<file path="src/rtl/sram_fill_check_master_if.sv">
// ---------------------------------------------------------------------------
// sram_fill_check_master_if
//   Avalon-MM bus between the fill/check initiator and the single-port SRAM
//   slave (word addressed, read latency 1, no waitrequest).
//
//   address     word address driven by the initiator
//   byteenable  all lanes enabled whenever chipselect is high
//   chipselect  high on every bus cycle, read or write
//   write       high on write cycles only
//   writedata   write data
//   clken       slave clock enable
//   readdata    slave read data, valid one cycle after a read cycle
// ---------------------------------------------------------------------------
interface sram_fill_check_master_if #(
    parameter int ADDR_W = 10,
    parameter int DATA_W = 32
);
    logic [ADDR_W-1:0] address;
    logic [3:0]        byteenable;
    logic              chipselect;
    logic              write;
    logic [DATA_W-1:0] writedata;
    logic              clken;
    logic [DATA_W-1:0] readdata;

    modport master (
        output address, byteenable, chipselect, write, writedata, clken,
        input  readdata
    );

    modport slave (
        input  address, byteenable, chipselect, write, writedata, clken,
        output readdata
    );
endinterface

</file>
<file path="src/rtl/sram_fill_check_master.sv">
// ---------------------------------------------------------------------------
// sram_fill_check_master
//   Memory-test initiator for the on-chip SRAM. On start it fills a wrapping
//   address window with a Galois LFSR pattern and/or reads it back, comparing
//   every word against the regenerated pattern. Results are held on status
//   outputs until the next accepted start.
//
//   clk               sole clock
//   rst               asynchronous active-high reset, returns to IDLE
//   start_i           single-cycle request, sampled only in IDLE
//   mode_i            00 fill+check, 01 fill, 10 check, 11 reserved
//   base_addr_i       first word address of the window
//   word_count_i      window length in words (clamped to memory depth)
//   seed_i            LFSR seed (0 is replaced by 1)
//   busy_o            operation in progress
//   done_o            one-cycle pulse at the end of an operation
//   pass_o            last operation finished with no mismatches
//   err_count_o       saturating mismatch count
//   first_err_addr_o  address of the first mismatch
//   first_err_data_o  data read at the first mismatch
//   m_bus             Avalon-MM master port to the SRAM
// ---------------------------------------------------------------------------
module sram_fill_check_master #(
    parameter int ADDR_W = 10,
    parameter int DATA_W = 32
) (
    input  logic                  clk,
    input  logic                  rst,
    input  logic                  start_i,
    input  logic [1:0]            mode_i,
    input  logic [ADDR_W-1:0]     base_addr_i,
    input  logic [ADDR_W:0]       word_count_i,
    input  logic [DATA_W-1:0]     seed_i,
    output logic                  busy_o,
    output logic                  done_o,
    output logic                  pass_o,
    output logic [ADDR_W:0]       err_count_o,
    output logic [ADDR_W-1:0]     first_err_addr_o,
    output logic [DATA_W-1:0]     first_err_data_o,
    sram_fill_check_master_if.master m_bus
);

    localparam logic [ADDR_W:0]   DEPTH = {1'b1, {ADDR_W{1'b0}}};
    localparam logic [DATA_W-1:0] TAPS  = DATA_W'(32'h0040_0007);

    typedef enum logic [2:0] {
        S_IDLE,
        S_FILL,
        S_CHECK,
        S_DRAIN,
        S_FINISH
    } state_t;

    function automatic logic [DATA_W-1:0] lfsr_step(input logic [DATA_W-1:0] v);
        return {v[DATA_W-2:0], 1'b0} ^ (v[DATA_W-1] ? TAPS : '0);
    endfunction

    function automatic logic [ADDR_W:0] sat_inc(input logic [ADDR_W:0] v);
        return (&v) ? v : v + (ADDR_W+1)'(1);
    endfunction

    state_t              state_q;
    logic [1:0]          mode_q;
    logic [ADDR_W-1:0]   base_q;
    logic [DATA_W-1:0]   seed_q;
    logic [ADDR_W:0]     count_q;
    logic [ADDR_W:0]     idx_q;
    logic [ADDR_W-1:0]   addr_q;
    logic [DATA_W-1:0]   lfsr_q;
    logic                cs_q;
    logic                wr_q;
    logic                busy_q;
    logic                done_q;
    logic                pass_q;
    logic [ADDR_W:0]     err_q;
    logic [ADDR_W-1:0]   ferr_addr_q;
    logic [DATA_W-1:0]   ferr_data_q;

    // Compare stage: address/expected word of the read issued one cycle ago.
    logic                cmp_vld_p1_q;
    logic [ADDR_W-1:0]   cmp_addr_p1_q;
    logic [DATA_W-1:0]   cmp_exp_p1_q;

    logic [ADDR_W:0]     wc_clamp_d;
    logic [DATA_W-1:0]   seed_eff_d;
    logic                last_d;
    logic                mismatch_d;
    logic [ADDR_W:0]     err_nxt_d;

    assign wc_clamp_d = (word_count_i > DEPTH) ? DEPTH : word_count_i;
    assign seed_eff_d = (seed_i == '0) ? DATA_W'(1) : seed_i;
    assign last_d     = (idx_q + (ADDR_W+1)'(1)) == count_q;
    assign mismatch_d = cmp_vld_p1_q && (m_bus.readdata != cmp_exp_p1_q);
    // Count including the compare landing this cycle, so the verdict taken
    // on the DRAIN edge already sees the last word.
    assign err_nxt_d  = mismatch_d ? sat_inc(err_q) : err_q;

    always_ff @(posedge clk or posedge rst) begin
        if (rst) begin
            state_q      <= S_IDLE;
            mode_q       <= 2'b00;
            base_q       <= '0;
            seed_q       <= '0;
            count_q      <= '0;
            idx_q        <= '0;
            addr_q       <= '0;
            lfsr_q       <= '0;
            cs_q         <= 1'b0;
            wr_q         <= 1'b0;
            busy_q       <= 1'b0;
            done_q       <= 1'b0;
            pass_q       <= 1'b0;
            err_q        <= '0;
            ferr_addr_q  <= '0;
            ferr_data_q  <= '0;
            cmp_vld_p1_q <= 1'b0;
        end else begin
            cmp_vld_p1_q <= (state_q == S_CHECK);
            done_q       <= 1'b0;

            if (mismatch_d) begin
                err_q <= err_nxt_d;
                if (err_q == '0) begin
                    ferr_addr_q <= cmp_addr_p1_q;
                    ferr_data_q <= m_bus.readdata;
                end
            end

            case (state_q)
                S_IDLE: begin
                    if (start_i) begin
                        mode_q      <= mode_i;
                        base_q      <= base_addr_i;
                        seed_q      <= seed_eff_d;
                        lfsr_q      <= seed_eff_d;
                        addr_q      <= base_addr_i;
                        idx_q       <= '0;
                        count_q     <= wc_clamp_d;
                        err_q       <= '0;
                        ferr_addr_q <= '0;
                        ferr_data_q <= '0;
                        pass_q      <= 1'b0;
                        if (mode_i == 2'b11 || wc_clamp_d == '0) begin
                            // Nothing to do: report immediately, bus stays idle.
                            state_q <= S_FINISH;
                            done_q  <= 1'b1;
                            pass_q  <= (mode_i != 2'b11);
                        end else begin
                            state_q <= (mode_i == 2'b10) ? S_CHECK : S_FILL;
                            busy_q  <= 1'b1;
                            cs_q    <= 1'b1;
                            wr_q    <= (mode_i != 2'b10);
                        end
                    end
                end
                S_FILL: begin
                    if (last_d) begin
                        if (mode_q == 2'b00) begin
                            // Back-to-back turnaround into the read pass.
                            state_q <= S_CHECK;
                            wr_q    <= 1'b0;
                            lfsr_q  <= seed_q;
                            addr_q  <= base_q;
                            idx_q   <= '0;
                        end else begin
                            state_q <= S_FINISH;
                            cs_q    <= 1'b0;
                            wr_q    <= 1'b0;
                            busy_q  <= 1'b0;
                            done_q  <= 1'b1;
                            pass_q  <= (err_nxt_d == '0);
                        end
                    end else begin
                        idx_q  <= idx_q + (ADDR_W+1)'(1);
                        addr_q <= addr_q + ADDR_W'(1);
                        lfsr_q <= lfsr_step(lfsr_q);
                    end
                end
                S_CHECK: begin
                    if (last_d) begin
                        state_q <= S_DRAIN;
                        cs_q    <= 1'b0;
                    end else begin
                        idx_q  <= idx_q + (ADDR_W+1)'(1);
                        addr_q <= addr_q + ADDR_W'(1);
                        lfsr_q <= lfsr_step(lfsr_q);
                    end
                end
                S_DRAIN: begin
                    state_q <= S_FINISH;
                    busy_q  <= 1'b0;
                    done_q  <= 1'b1;
                    pass_q  <= (err_nxt_d == '0);
                end
                S_FINISH: begin
                    state_q <= S_IDLE;
                end
                default: begin
                    state_q <= S_IDLE;
                end
            endcase
        end
    end

    // ---- stage p1: capture the read just issued for compare next cycle ----
    always_ff @(posedge clk) begin
        cmp_addr_p1_q <= addr_q;
        cmp_exp_p1_q  <= lfsr_q;
    end

    assign busy_o           = busy_q;
    assign done_o           = done_q;
    assign pass_o           = pass_q;
    assign err_count_o      = err_q;
    assign first_err_addr_o = ferr_addr_q;
    assign first_err_data_o = ferr_data_q;

    assign m_bus.address    = addr_q;
    assign m_bus.byteenable = {4{cs_q}};
    assign m_bus.chipselect = cs_q;
    assign m_bus.write      = wr_q;
    assign m_bus.writedata  = lfsr_q;
    assign m_bus.clken      = 1'b1;

endmodule

</file>
<file path="src/flat_wrapper.sv">
// flat-port wrapper written by rule: the top's interface ports become plain ports
module sram_fill_check_master_flat 
#(
    parameter int ADDR_W = 10,
    parameter int DATA_W = 32
)
  (clk, rst, start_i, mode_i, base_addr_i, word_count_i, seed_i, busy_o, done_o, pass_o, err_count_o, first_err_addr_o, first_err_data_o, m_bus_address, m_bus_byteenable, m_bus_chipselect, m_bus_write, m_bus_writedata, m_bus_clken, m_bus_readdata);
  sram_fill_check_master_if #(.ADDR_W(ADDR_W), .DATA_W(DATA_W)) m_bus_i ();
  input  logic clk;
  input  logic rst;
  input  logic start_i;
  input  logic [1:0] mode_i;
  input  logic [ADDR_W-1:0] base_addr_i;
  input  logic [ADDR_W:0] word_count_i;
  input  logic [DATA_W-1:0] seed_i;
  output logic busy_o;
  output logic done_o;
  output logic pass_o;
  output logic [ADDR_W:0] err_count_o;
  output logic [ADDR_W-1:0] first_err_addr_o;
  output logic [DATA_W-1:0] first_err_data_o;
  output wire logic [$bits(m_bus_i.address)-1:0] m_bus_address;
  output wire logic [$bits(m_bus_i.byteenable)-1:0] m_bus_byteenable;
  output wire logic [$bits(m_bus_i.chipselect)-1:0] m_bus_chipselect;
  output wire logic [$bits(m_bus_i.write)-1:0] m_bus_write;
  output wire logic [$bits(m_bus_i.writedata)-1:0] m_bus_writedata;
  output wire logic [$bits(m_bus_i.clken)-1:0] m_bus_clken;
  input wire logic [$bits(m_bus_i.readdata)-1:0] m_bus_readdata;
  assign m_bus_address = m_bus_i.address;
  assign m_bus_byteenable = m_bus_i.byteenable;
  assign m_bus_chipselect = m_bus_i.chipselect;
  assign m_bus_write = m_bus_i.write;
  assign m_bus_writedata = m_bus_i.writedata;
  assign m_bus_clken = m_bus_i.clken;
  assign m_bus_i.readdata = m_bus_readdata;
  sram_fill_check_master #(.ADDR_W(ADDR_W), .DATA_W(DATA_W)) u_core (.clk(clk), .rst(rst), .start_i(start_i), .mode_i(mode_i), .base_addr_i(base_addr_i), .word_count_i(word_count_i), .seed_i(seed_i), .busy_o(busy_o), .done_o(done_o), .pass_o(pass_o), .err_count_o(err_count_o), .first_err_addr_o(first_err_addr_o), .first_err_data_o(first_err_data_o), .m_bus(m_bus_i));
endmodule
</file>
<file path="config.mk">
export PLATFORM = sky130hd
export DESIGN_NAME = sram_fill_check_master_flat
export DESIGN_NICKNAME = d
export VERILOG_FILES = /design/src/rtl/sram_fill_check_master_if.sv /design/src/rtl/sram_fill_check_master.sv /design/src/flat_wrapper.sv
export SDC_FILE = /design/constraint.sdc
export NUM_CORES = 1
export LEC_CHECK = 0
export ABC_AREA = 1
export CAP_MARGIN = 20
export CORE_UTILIZATION = 37
export DETAILED_ROUTE_END_ITERATION = 6
export DONT_BUFFER_PORTS = 1
export PLACE_DENSITY = 0.59
export SLEW_MARGIN = 10
export SYNTH_ARGS = -nofsm -noshare
export SYNTH_HDL_FRONTEND = slang
export SYNTH_SLANG_ARGS = --single-unit
</file>
<file path="constraint.sdc">
create_clock -name clk -period 6.1 [get_ports clk]
set_input_delay 1.22 -clock clk [delete_from_list [all_inputs] [get_ports clk]]
set_output_delay 1.22 -clock clk [all_outputs]
set_load 0.1 [all_outputs]
</file>
# Word level (Yosys, flattened, before mapping)
# Cells that the tools add are included.
[totals]
register_bits = 212
wordCells = 117
input_bits = 90
output_inout_bits = 105
[op_classes]
mux = 58
n_reduce_logical = 19
n_bitwise = 1
n_eq_ne = 16
order_cmp = 1
n_addsub = 3
[op_table]
columns = ["cell", "n"]
rows = [
  ["32-bit 2-to-1 mux", 9],
  ["11-bit 2-to-1 mux", 10],
  ["32-bit one-hot mux with 3 select lines", 1],
  ["10-bit 2-to-1 mux", 8],
  ["11-bit zero test", 3],
  ["11-bit one-hot mux with 3 select lines", 1],
  ["32-bit zero test", 1],
  ["32-bit != test", 1],
  ["32-bit XOR", 1],
  ["10-bit one-hot mux with 3 select lines", 1],
  ["23-bit 2-to-1 mux", 1],
  ["11-bit by 1-bit adder with 11-bit output (second input constant)", 2],
  ["1-bit 2-to-1 mux", 15],
  ["3-bit 2-to-1 mux", 5],
  ["2-bit != test (second input constant)", 6],
  ["1-bit one-hot mux with 3 select lines", 4],
  ["3-bit one-hot mux with 4 select lines", 1],
  ["4-bit AND reduction", 3],
  ["11-bit == test", 1],
  ["11-bit greater-than comparator (second input constant)", 1],
  ["11-bit AND reduction", 1],
  ["10-bit by 1-bit adder with 10-bit output (second input constant)", 1],
  ["3-bit by 2-bit == test with 1-bit output (second input constant)", 2],
  ["6-bit AND reduction", 1],
  ["15 further kinds", 18],
]

# Logic depth before layout (Yosys ltp)
# Gate-level depths: netlist (run 1).
[logic_depth]
ltp_word = 7
depth_mapped = 18
depth_no_buf = 17

# Least setup slack after synthesis (run 1)
# OpenSTA, ideal clock, no wires.
[synth_timing]
path_type = "input -> register"
from = "input port m_bus_readdata[2]"
to = "register u_core.pass_q, in the netlist u_core.pass_o"
n_path_buf = 1
t_arrival_ns = 2.613
path_stages = 15
required_time_ns = 5.984
setup_time_ns = 0.116
path_slack_ns = 3.371
path_cell_list = "xnor2_1 -> nand2_1 -> nor2_1 -> nand2_1 -> nor2_1 -> nand2_1 -> nand2_1 -> clkbuf_1 -> nand2_1 -> o21ai_0 -> nor2_1 -> nand3_1 -> nor2_1 -> nor2_1 -> nor2_1"
[synth_via]
elab_chain_len = 7
[synth_lines]
columns = ["element", "line", "source"]
rows = [
  ["from (decl)", "flat_wrapper.sv:28", "input wire logic [$bits(m_bus_i.readdata)-1:0] m_bus_readdata;"],
  ["32-bit != test *", "sram_fill_check_master.sv:93", "assign mismatch_d = cmp_vld_p1_q && (m_bus.readdata != cmp_exp_p1_q);"],
  ["1-bit logical AND *", "sram_fill_check_master.sv:93", ""],
  ["11-bit 2-to-1 mux *", "sram_fill_check_master.sv:96", "assign err_nxt_d = mismatch_d ? sat_inc(err_q) : err_q;"],
  ["11-bit zero test *", "sram_fill_check_master.sv:171, sram_fill_check_master.sv:193", ""],
  ["1-bit 2-to-1 mux", "sram_fill_check_master.sv:158", "if (mode_q == 2'b00) begin"],
  ["1-bit 2-to-1 mux", "sram_fill_check_master.sv:157", "if (last_d) begin"],
  ["1-bit one-hot mux with 3 select lines *", "sram_fill_check_master.sv:129", "case (state_q)"],
  ["to (signal assigned)", "sram_fill_check_master.sv:147", "pass_q <= (mode_i != 2'b11);"],
  ["to (signal assigned)", "sram_fill_check_master.sv:171", "pass_q <= (err_nxt_d == '0);"],
  ["to (signal assigned)", "sram_fill_check_master.sv:193", "pass_q <= (err_nxt_d == '0);"],
  ["to (decl)", "sram_fill_check_master.sv:74", "logic pass_q;"],
]
# Every way passes the cells marked *; elsewhere a longest branch is shown, timed or not. The select of a mux whose other input is x is not followed.
# A chain may end at the register's enable or synchronous reset.

# Final worst setup path (run 1)
[layout_timing]
from = "register u_core.idx_q[0]"
to = "register u_core.state_q[0]"
[layout_via]
elab_chain_len = 4
elab_cells_between_ends = 5
cone_classes = "1 x add/sub; 3 x eq/ne; 1 x reduce/logical"
[layout_lines]
columns = ["element", "line", "source"]
rows = [
  ["from (decl)", "sram_fill_check_master.sv:67", "logic [ADDR_W:0] idx_q;"],
  ["from (signal assigned)", "sram_fill_check_master.sv:174", "idx_q <= idx_q + (ADDR_W+1)'(1);"],
  ["from (signal assigned)", "sram_fill_check_master.sv:184", "idx_q <= idx_q + (ADDR_W+1)'(1);"],
  ["11-bit by 1-bit adder with 11-bit output *", "sram_fill_check_master.sv:92", "assign last_d = (idx_q + (ADDR_W+1)'(1)) == count_q;"],
  ["11-bit == test *", "sram_fill_check_master.sv:92", ""],
  ["2-bit by 1-bit != test with 1-bit output (no source line)", "n/a", ""],
  ["3-bit AND reduction (no source line) *", "n/a", ""],
  ["to (signal assigned)", "sram_fill_check_master.sv:149", "state_q <= (mode_i == 2'b10) ? S_CHECK : S_FILL;"],
  ["to (decl)", "sram_fill_check_master.sv:62", "state_t state_q;"],
]
# Every way passes the cells marked *; elsewhere a longest branch is shown, timed or not.

==> key figures, run 1 <==
Outcome
  – Status: complete, no violations

Synth
  – Synth area leaders: dfrtp_1 (41%), nand2_1 (9.1%), dfxtp_1 (8.0%), inv_1 (7.6%), o21ai_0 (5.5%)
  – Xor/xnor share of the synthesized area: 3.818%
  – Compound-gate portion of the synthesized area: 13.13%
  – Synth top area share: 40.69%
  – Synthesis Warnings: 0
  – Synth Instances: 1357
  – Count of cell types in the netlist: 41
  – Cell taking the most area after synthesis: dfrtp_1
  – Synthesized cell area: 10450 sq um
  – Synthesized area per cell: 7.704 sq um
  – Synth Net Count: 1451
  – Share of flip-flops with an asynchronous set or reset: 80.19%
  – Mux share of post-synthesis cell area: 0%
  – Synth Area in Adders: 0.4788%
  – Seq/Total Area, Yosys: 48.74%
  – Flops & latches, synth: 212
  – Post-synthesis simple-gate area fraction: 22.78%
  – Post-synth EDFFs: 0
  – Main combinational cell family by area after synthesis: simple AND/OR/NAND/NOR gates
  – Post-synth top flop: dfrtp_1

Final layout
  – Nets: 1424
  – Share of cells above drive strength 1: 5.786%
  – Antenna Cells: 0
  – Design Area, Final: 11550 sq um
  – Layout area overhead: 10.46%

Drt
  – Routed len/inst: 17.04 um
  – Vias/cell: 5.023
  – Residual DRC: 0
  – Detailed Route WL: 29410 um
  – 1st-pass router iterations: 5
  – ANT nets after route: 0
  – Via Count: 8669
  – Iter 0 DRT Violations: 656

Floorplanning
  – Die width: 170.1 um
  – # IOs: 195
  – Die Y: 170.1 um
  – Cell Rows: 61
  – Area of the core: 27780 sq um
  – Initial Util: 37.63%
  – Full die area: 28930 sq um

Place
  – RD Place Congestion: 0.8754
  – Final HPWL DP: 19910 um
  – Number of buffers added on ports: 0
  – Cell Area, Placed: 10760 sq um

STA
  – Max frequency: 257.0 MHz
  – Slew HR: 22.24%
  – Max-slew violation total from the final report: 0
  – RSZ-0062 raised after global routing: false
  – Setup Skew: 0.02266 ns
  – Hold Vio Cnt, Final: 0
  – Setup Total Neg Slack: 0 ns
  – Fin crit period: 3.892 ns
  – Measured slew at the worst slew-check pin: 1.166 ns
  – Setup Viol. Count Final: 0
  – Period utilisation layout: 63.80%

Clock network
  – Postcts setup bufs: 0
  – CTS Buf Count: 25
  – Clk root buf: clkbuf_16
  – Worst skew pair latency: 0.52 ns
  – H-tree Lvls: 1
  – CTS tree: built
  – CTS max path bufs: 3
  – # resized after CTS: 0
  – Clock sink count: 212
  – Hold buffers post-CTS: 0
  – Clock-pin slew on the worst setup and hold paths: 0.06 ns

Worst setup path
  – CP delay by family, top: buffers and inverters
  – Max stage delay on crit path: 0.56 ns
  – CP Max Fanout: 53
  – CP Launch Type: register
  – Setup CP Type: register to register
  – Crit path required time: 6.56 ns
  – Worst path bufs/invs: 4
  – Worst path slowest cell: inv_2
  – CP Cell Sequence: ha_1 > nand2_1 > nor2_2 > nand3_1 > xor2_1 > inv_1 > nand2_1 > nand2_1 > nor2_2 > buf_4 > nand4_1 > nand2_2 > buf_4 > inv_2 > nand2_4 > nand3_1 > nand2_1
  – CP most frequent cell: nand2_1
  – WP data arrival: 4.35 ns
  – Crit path capture type: register

Global route
  – Antenna violations before repair: 0
  – Met2 GRT Util: 31.11%
  – Largest net degree at the start of global routing: 94
  – Busiest grt layer: met2
  – Grt met1 use: 27.17%
  – Total grt overflow: 0
  – First-pass GRT wire length: 45570 um
  – Global Route Usage Sum: 20.16%
  – Vias in the first global route: 8180
  – Met3 Use GR: 5.884%

Run
  – Maxcap violations: 0

Min path
  – Worst min path class: register to register
synth_stat cells (all sizes together) (2+ instances only):
cell type  count
inv          218
a21oi         92
nand2        258
dfxtp         42
nor3           7
o211ai         2
ha             4
buf           30
xor2          13
dfrtp        170
nand4         55
nor2         130
xnor2         30
o21ai        128
nand3         82
o31ai          3
or2            3
o21bai         2
o22ai         31
clkbuf        41
nor4           4
nand3b         5
sequential cells by signal, summed over array words and instances (netlist names), 11 cells and up:
register,count
u_core.seed_q,32
u_core.count_q,11
u_core.idx_q,11
u_core.err_count_o,11
u_core.cmp_exp_p1_q,32
u_core.first_err_data_o,32
u_core.m_bus.writedata,32
layout make-up:
type / instances / area [sq um]
clock inverter: 4 / 45.04
clock buffer: 41 / 745.7
tap: 378 / 473.0
sequential: 212 / 5099
inverter: 219 / 827.0
multi-input combinational: 855 / 4230
fill: 2805 / 16230
timing repair buffer: 17 / 127.6
per-layer routing:
layer  vias to the layer above  part of all wire, %
met5                         -                    0
met4                         0                  2.5
met3                        49                  8.9
met2                       282                   44
met1                      4040                   45
li1                       4298                    -
kinds of logic after synthesis:
group | count (synthesis)
buffers and inverters | 290
AND/OR/NAND/NOR | 545
AO/OA/AOI/OAI | 261
other | 1
adder cells (fa/ha/maj) | 4
XOR/XNOR | 44
flip-flops | 212
worst register-to-register path, stage by stage, from the launching register on:
cell	delay (ns)
dfrtp_1	0.43
ha_1	0.20
nand2_1	0.11
nor2_2	0.18
nand3_1	0.11
xor2_1	0.21
inv_1	0.06
nand2_1	0.06
nand2_1	0.05
nor2_2	0.09
buf_4	0.44
nand4_1	0.21
nand2_2	0.09
buf_4	0.53
inv_2	0.56
nand2_4	0.35
nand3_1	0.09
nand2_1	0.06
path summary, 6_finish.rpt:
kind	end	start	cells past startpoint	slack [ns]
max	u_core.state_q[0]	u_core.idx_q[0]	17	2.21
min	u_core.base_q[9]	u_core.base_q[9]	2	0.47
max reg2reg	u_core.state_q[0]	u_core.idx_q[0]	17	2.21
min reg2reg	u_core.base_q[9]	u_core.base_q[9]	2	0.47
max in group asynchronous	u_core.seed_q[23]	rst	2	4.19
min in group asynchronous	u_core.first_err_addr_o[7]	rst	1	0.66
cells in the final DEF (no fill, tap or decap), types with 3 or more instances in the layout:
cell and count:
nand4_1 55, nand3b_1 5, clkbuf_16 25, dfxtp_1 42, o21ai_1 14, nor2_4 3
o21ai_0 114, nand2_1 253, nand3_1 80, o31ai_1 3, xor2_1 13, o22ai_1 31
a21oi_1 92, nor2_1 123, inv_2 6, nand2_2 4, nor3_1 6, clkbuf_1 10
ha_1 4, buf_4 17, nor2_2 4, xnor2_1 30, nor4_1 4, dfrtp_1 169
clkbuf_8 6, inv_1 211, clkinv_2 3
stage by stage:
step                utilization [%]  setup slack [ns]  instances  hold WS, ns
floorplan                         -            0.2766       1357       0.4422
detailed placement            38.72             2.031       1681       0.4633
CTS                           41.56             2.220       1726       0.4779
global placement              38.72             2.106       1681       0.4556
global route                  41.56             1.820       1726       0.5079
finish                        41.56             2.208       1726       0.4749
Power of run 1 is not shown: default switching activity piles up to over one toggle a cycle in this logic, so the estimate is an artifact.
==> inputs of run 2 (changes only) <==
ABC_AREA = 0   (was 1)
clock period = 3.57 ns   (was 6.1 ns; I/O delays follow)
==> run 2 against run 1 <==
Compared with the run above:
- sequential share of layout area is 3.5 points higher
- area after synthesis is 10% lower
- worst setup slack worse by 1.8 ns
- critical endpoint is now u_core.m_bus.writedata[23]
- hold slack worse by 0.30 ns
- final cell count is 22% lower
- the run now ends with DRC left
- critical path type unchanged
- via count is 16% lower
- sequential cell count stayed put
- critical path depth is 6 lower
==> key figures, run 2 <==
Final layout
  – Most frequent cells in the layout: nand2_1 (253), dfrtp_1 (169), a21oi_1 (89)
  – Area used by multi-input combinational logic: 3971 sq um
  – Nets: 1096
  – Antenna Cells: 0
  – Commonest non-fill, non-tap cell in the layout: nand2_1
  – Layout area overhead: 13.83%
  – Share of cells above drive strength 1: 9.921%
  – Sequential Area: 5099 sq um
  – Fill cells: 2348

Synth
  – Top-count cell post-synth: nand2_1
  – Synth Net Count: 1088
  – Synthesized area per cell: 9.447 sq um
  – Share of flip-flops with an asynchronous set or reset: 80.19%
  – Synth Instances: 994
  – Post-synth EDFFs: 0
  – Count of cell types in the netlist: 63
  – Post-synth top flop: dfrtp_1
  – Cell taking the most area after synthesis: dfrtp_1
  – Synth area leaders: dfrtp_1 (45%), nand2_1 (10%), dfxtp_1 (9.0%), xnor2_1 (4.9%), a21oi_1 (4.8%)
  – Top cells by count, synth: nand2_1 (254), dfrtp_1 (170), a21oi_1 (90)
  – Seq/Total Area, Yosys: 54.26%
  – Synthesized cell area: 9390 sq um
  – Synthesis Warnings: 0
  – Flops & latches, synth: 212
  – Synth top area share: 45.30%

Worst setup path
  – CP most frequent cell: buf_4
  – Crit path required time: 3.92 ns
  – CP Max Fanout: 35
  – Crit path capture type: register
  – WP data arrival: 3.51 ns
  – Origin of the critical flop-to-flop path: u_core.idx_q[0]
  – Worst path slowest cell: dfrtp_1
  – Max stage delay on crit path: 0.44 ns
  – Worst Reg-to-Reg Cells: 11
  – Reg2Reg Setup Slack: 0.41 ns
  – End point of the critical path: u_core.m_bus.writedata[23]
  – CP Cell Sequence: ha_1 > and3_1 > and3_4 > or3_1 > a2111o_1 > buf_4 > nor2_4 > a21oi_2 > buf_4 > a222oi_1 > a21oi_1
  – Setup CP Type: register to register
  – CP Launch Type: register
  – Worst R2R End: u_core.m_bus.writedata[23]
  – Worst Setup SP: u_core.idx_q[0]

STA
  – Setup Total Neg Slack: 0 ns
  – Measured slew at the worst slew-check pin: 1.106 ns
  – Setup Viol. Count Final: 0
  – Setup Skew: 0.02503 ns
  – Hold Vio Cnt, Final: 0
  – Slew HR: 26.29%
  – Max frequency: 316.4 MHz
  – Setup WS post-layout: 0.4095 ns
  – Max-slew violation total from the final report: 0
  – Fin crit period: 3.161 ns
  – RSZ-0062 raised after global routing: false
  – Period utilisation layout: 88.53%

Global route
  – Largest net degree at the start of global routing: 70
  – Global Route Usage Sum: 20.12%
  – Vias in the first global route: 7055
  – Antenna violations before repair: 0
  – First-pass GRT wire length: 41000 um
  – Total grt overflow: 0

Place
  – DP Worst Slack: 0.4801 ns
  – Final HPWL DP: 18700 um
  – Number of buffers added on ports: 0
  – RD Place Congestion: 0.8368

Drt
  – Via Count: 7286
  – Routed len/inst: 19.61 um
  – ANT nets after route: 0
  – Detailed Route WL: 26320 um
  – 1st-pass router iterations: 7
  – Residual DRC: 41
  – Iter 0 DRT Violations: 731
  – Vias/cell: 5.429

Clock network
  – CTS max path bufs: 3
  – Clk root buf: clkbuf_16
  – Worst skew pair latency: 0.51 ns
  – CTS Buf Count: 23
  – Clock sink count: 212
  – # resized after CTS: 0
  – H-tree Lvls: 1
  – Hold buffers post-CTS: 0
  – Postcts setup bufs: 0
  – Clock-pin slew on the worst setup and hold paths: 0.06 ns
  – CTS tree: built

Floorplanning
  – Die Y: 161.3 um
  – Full die area: 26020 sq um
  – # IOs: 195
  – Area of the core: 24600 sq um
  – Initial Util: 38.16%
  – Cell Rows: 57
  – Die width: 161.3 um

Run
  – Maxcap violations: 0

Min path
  – Worst min path class: input pin to async pin

Outcome
  – Failing checks: DRC
  – Status: complete, but fails checks
run 2: routing by layer:
layer  global-route usage (%)  share of wire (%)  wire length (um)
met4                    6.089                2.2               587
met3                    6.703                9.4              2478
met1                    26.34                 42             11030
met5                        0                  0                 0
met2                    31.52                 46             12220
run 2: worst min path at each step:
| stage | endpoint | slack [ns] |
|---|---|---|
| global route | u_core.state_q[2] | 0.22 |
| global placement | u_core.first_err_addr_o[2] | 0.42 |
| detailed placement | u_core.first_err_addr_o[0] | 0.43 |
| floorplan | u_core.first_err_addr_o[0] | 0.42 |
| finish | u_core.base_q[9] | 0.18 |
| CTS | u_core.state_q[1] | 0.19 |
run 2: critical path, delay by kind of cell, from the launching register on:
kind	cells	cell delay, ns
and+or+nand+nor	4	0.82
DFF	1	0.44
buffers and inverters	2	0.44
adders and majority gates	1	0.30
AOI/OAI and AO/OA	4	0.98
run 2: cell type report:
cell class,count,share of cell area [%]
Sequential cell,212,47.70
Multi-Input combinational cell,708,37.15
Clock buffer,32,6.262
Timing Repair Buffer,45,3.898
Tap cell,324,3.793
Clock inverter,9,0.7374
Inverter,12,0.4565
run 2: cell families (layout without fill, tap and decap cells):
group	after synthesis	in the layout	synth area share, %
compound gates	209	209	15.07
mux	10	10	1.066
xor+xnor	62	62	5.783
flops	212	212	54.26
buf+inv	74	98	3.638
simple gates	422	422	19.61
other cells	1	1	0.03994
fa+ha+maj	4	4	0.5330
run 2: through the flow:
step / cell area [sq um] / hold WS, ns / utilization (%) / instances
global route: 10690 / 0.2194 / 43.44 / 1342
global placement: 9910 / 0.4199 / 40.27 / 1299
CTS: 10690 / 0.1922 / 43.44 / 1342
finish: 10690 / 0.1767 / 43.44 / 1342
floorplan: 9394 / 0.4166 / - / 994
detailed placement: 9941 / 0.4287 / 40.40 / 1301
Power of run 2 is left out for the same reason.
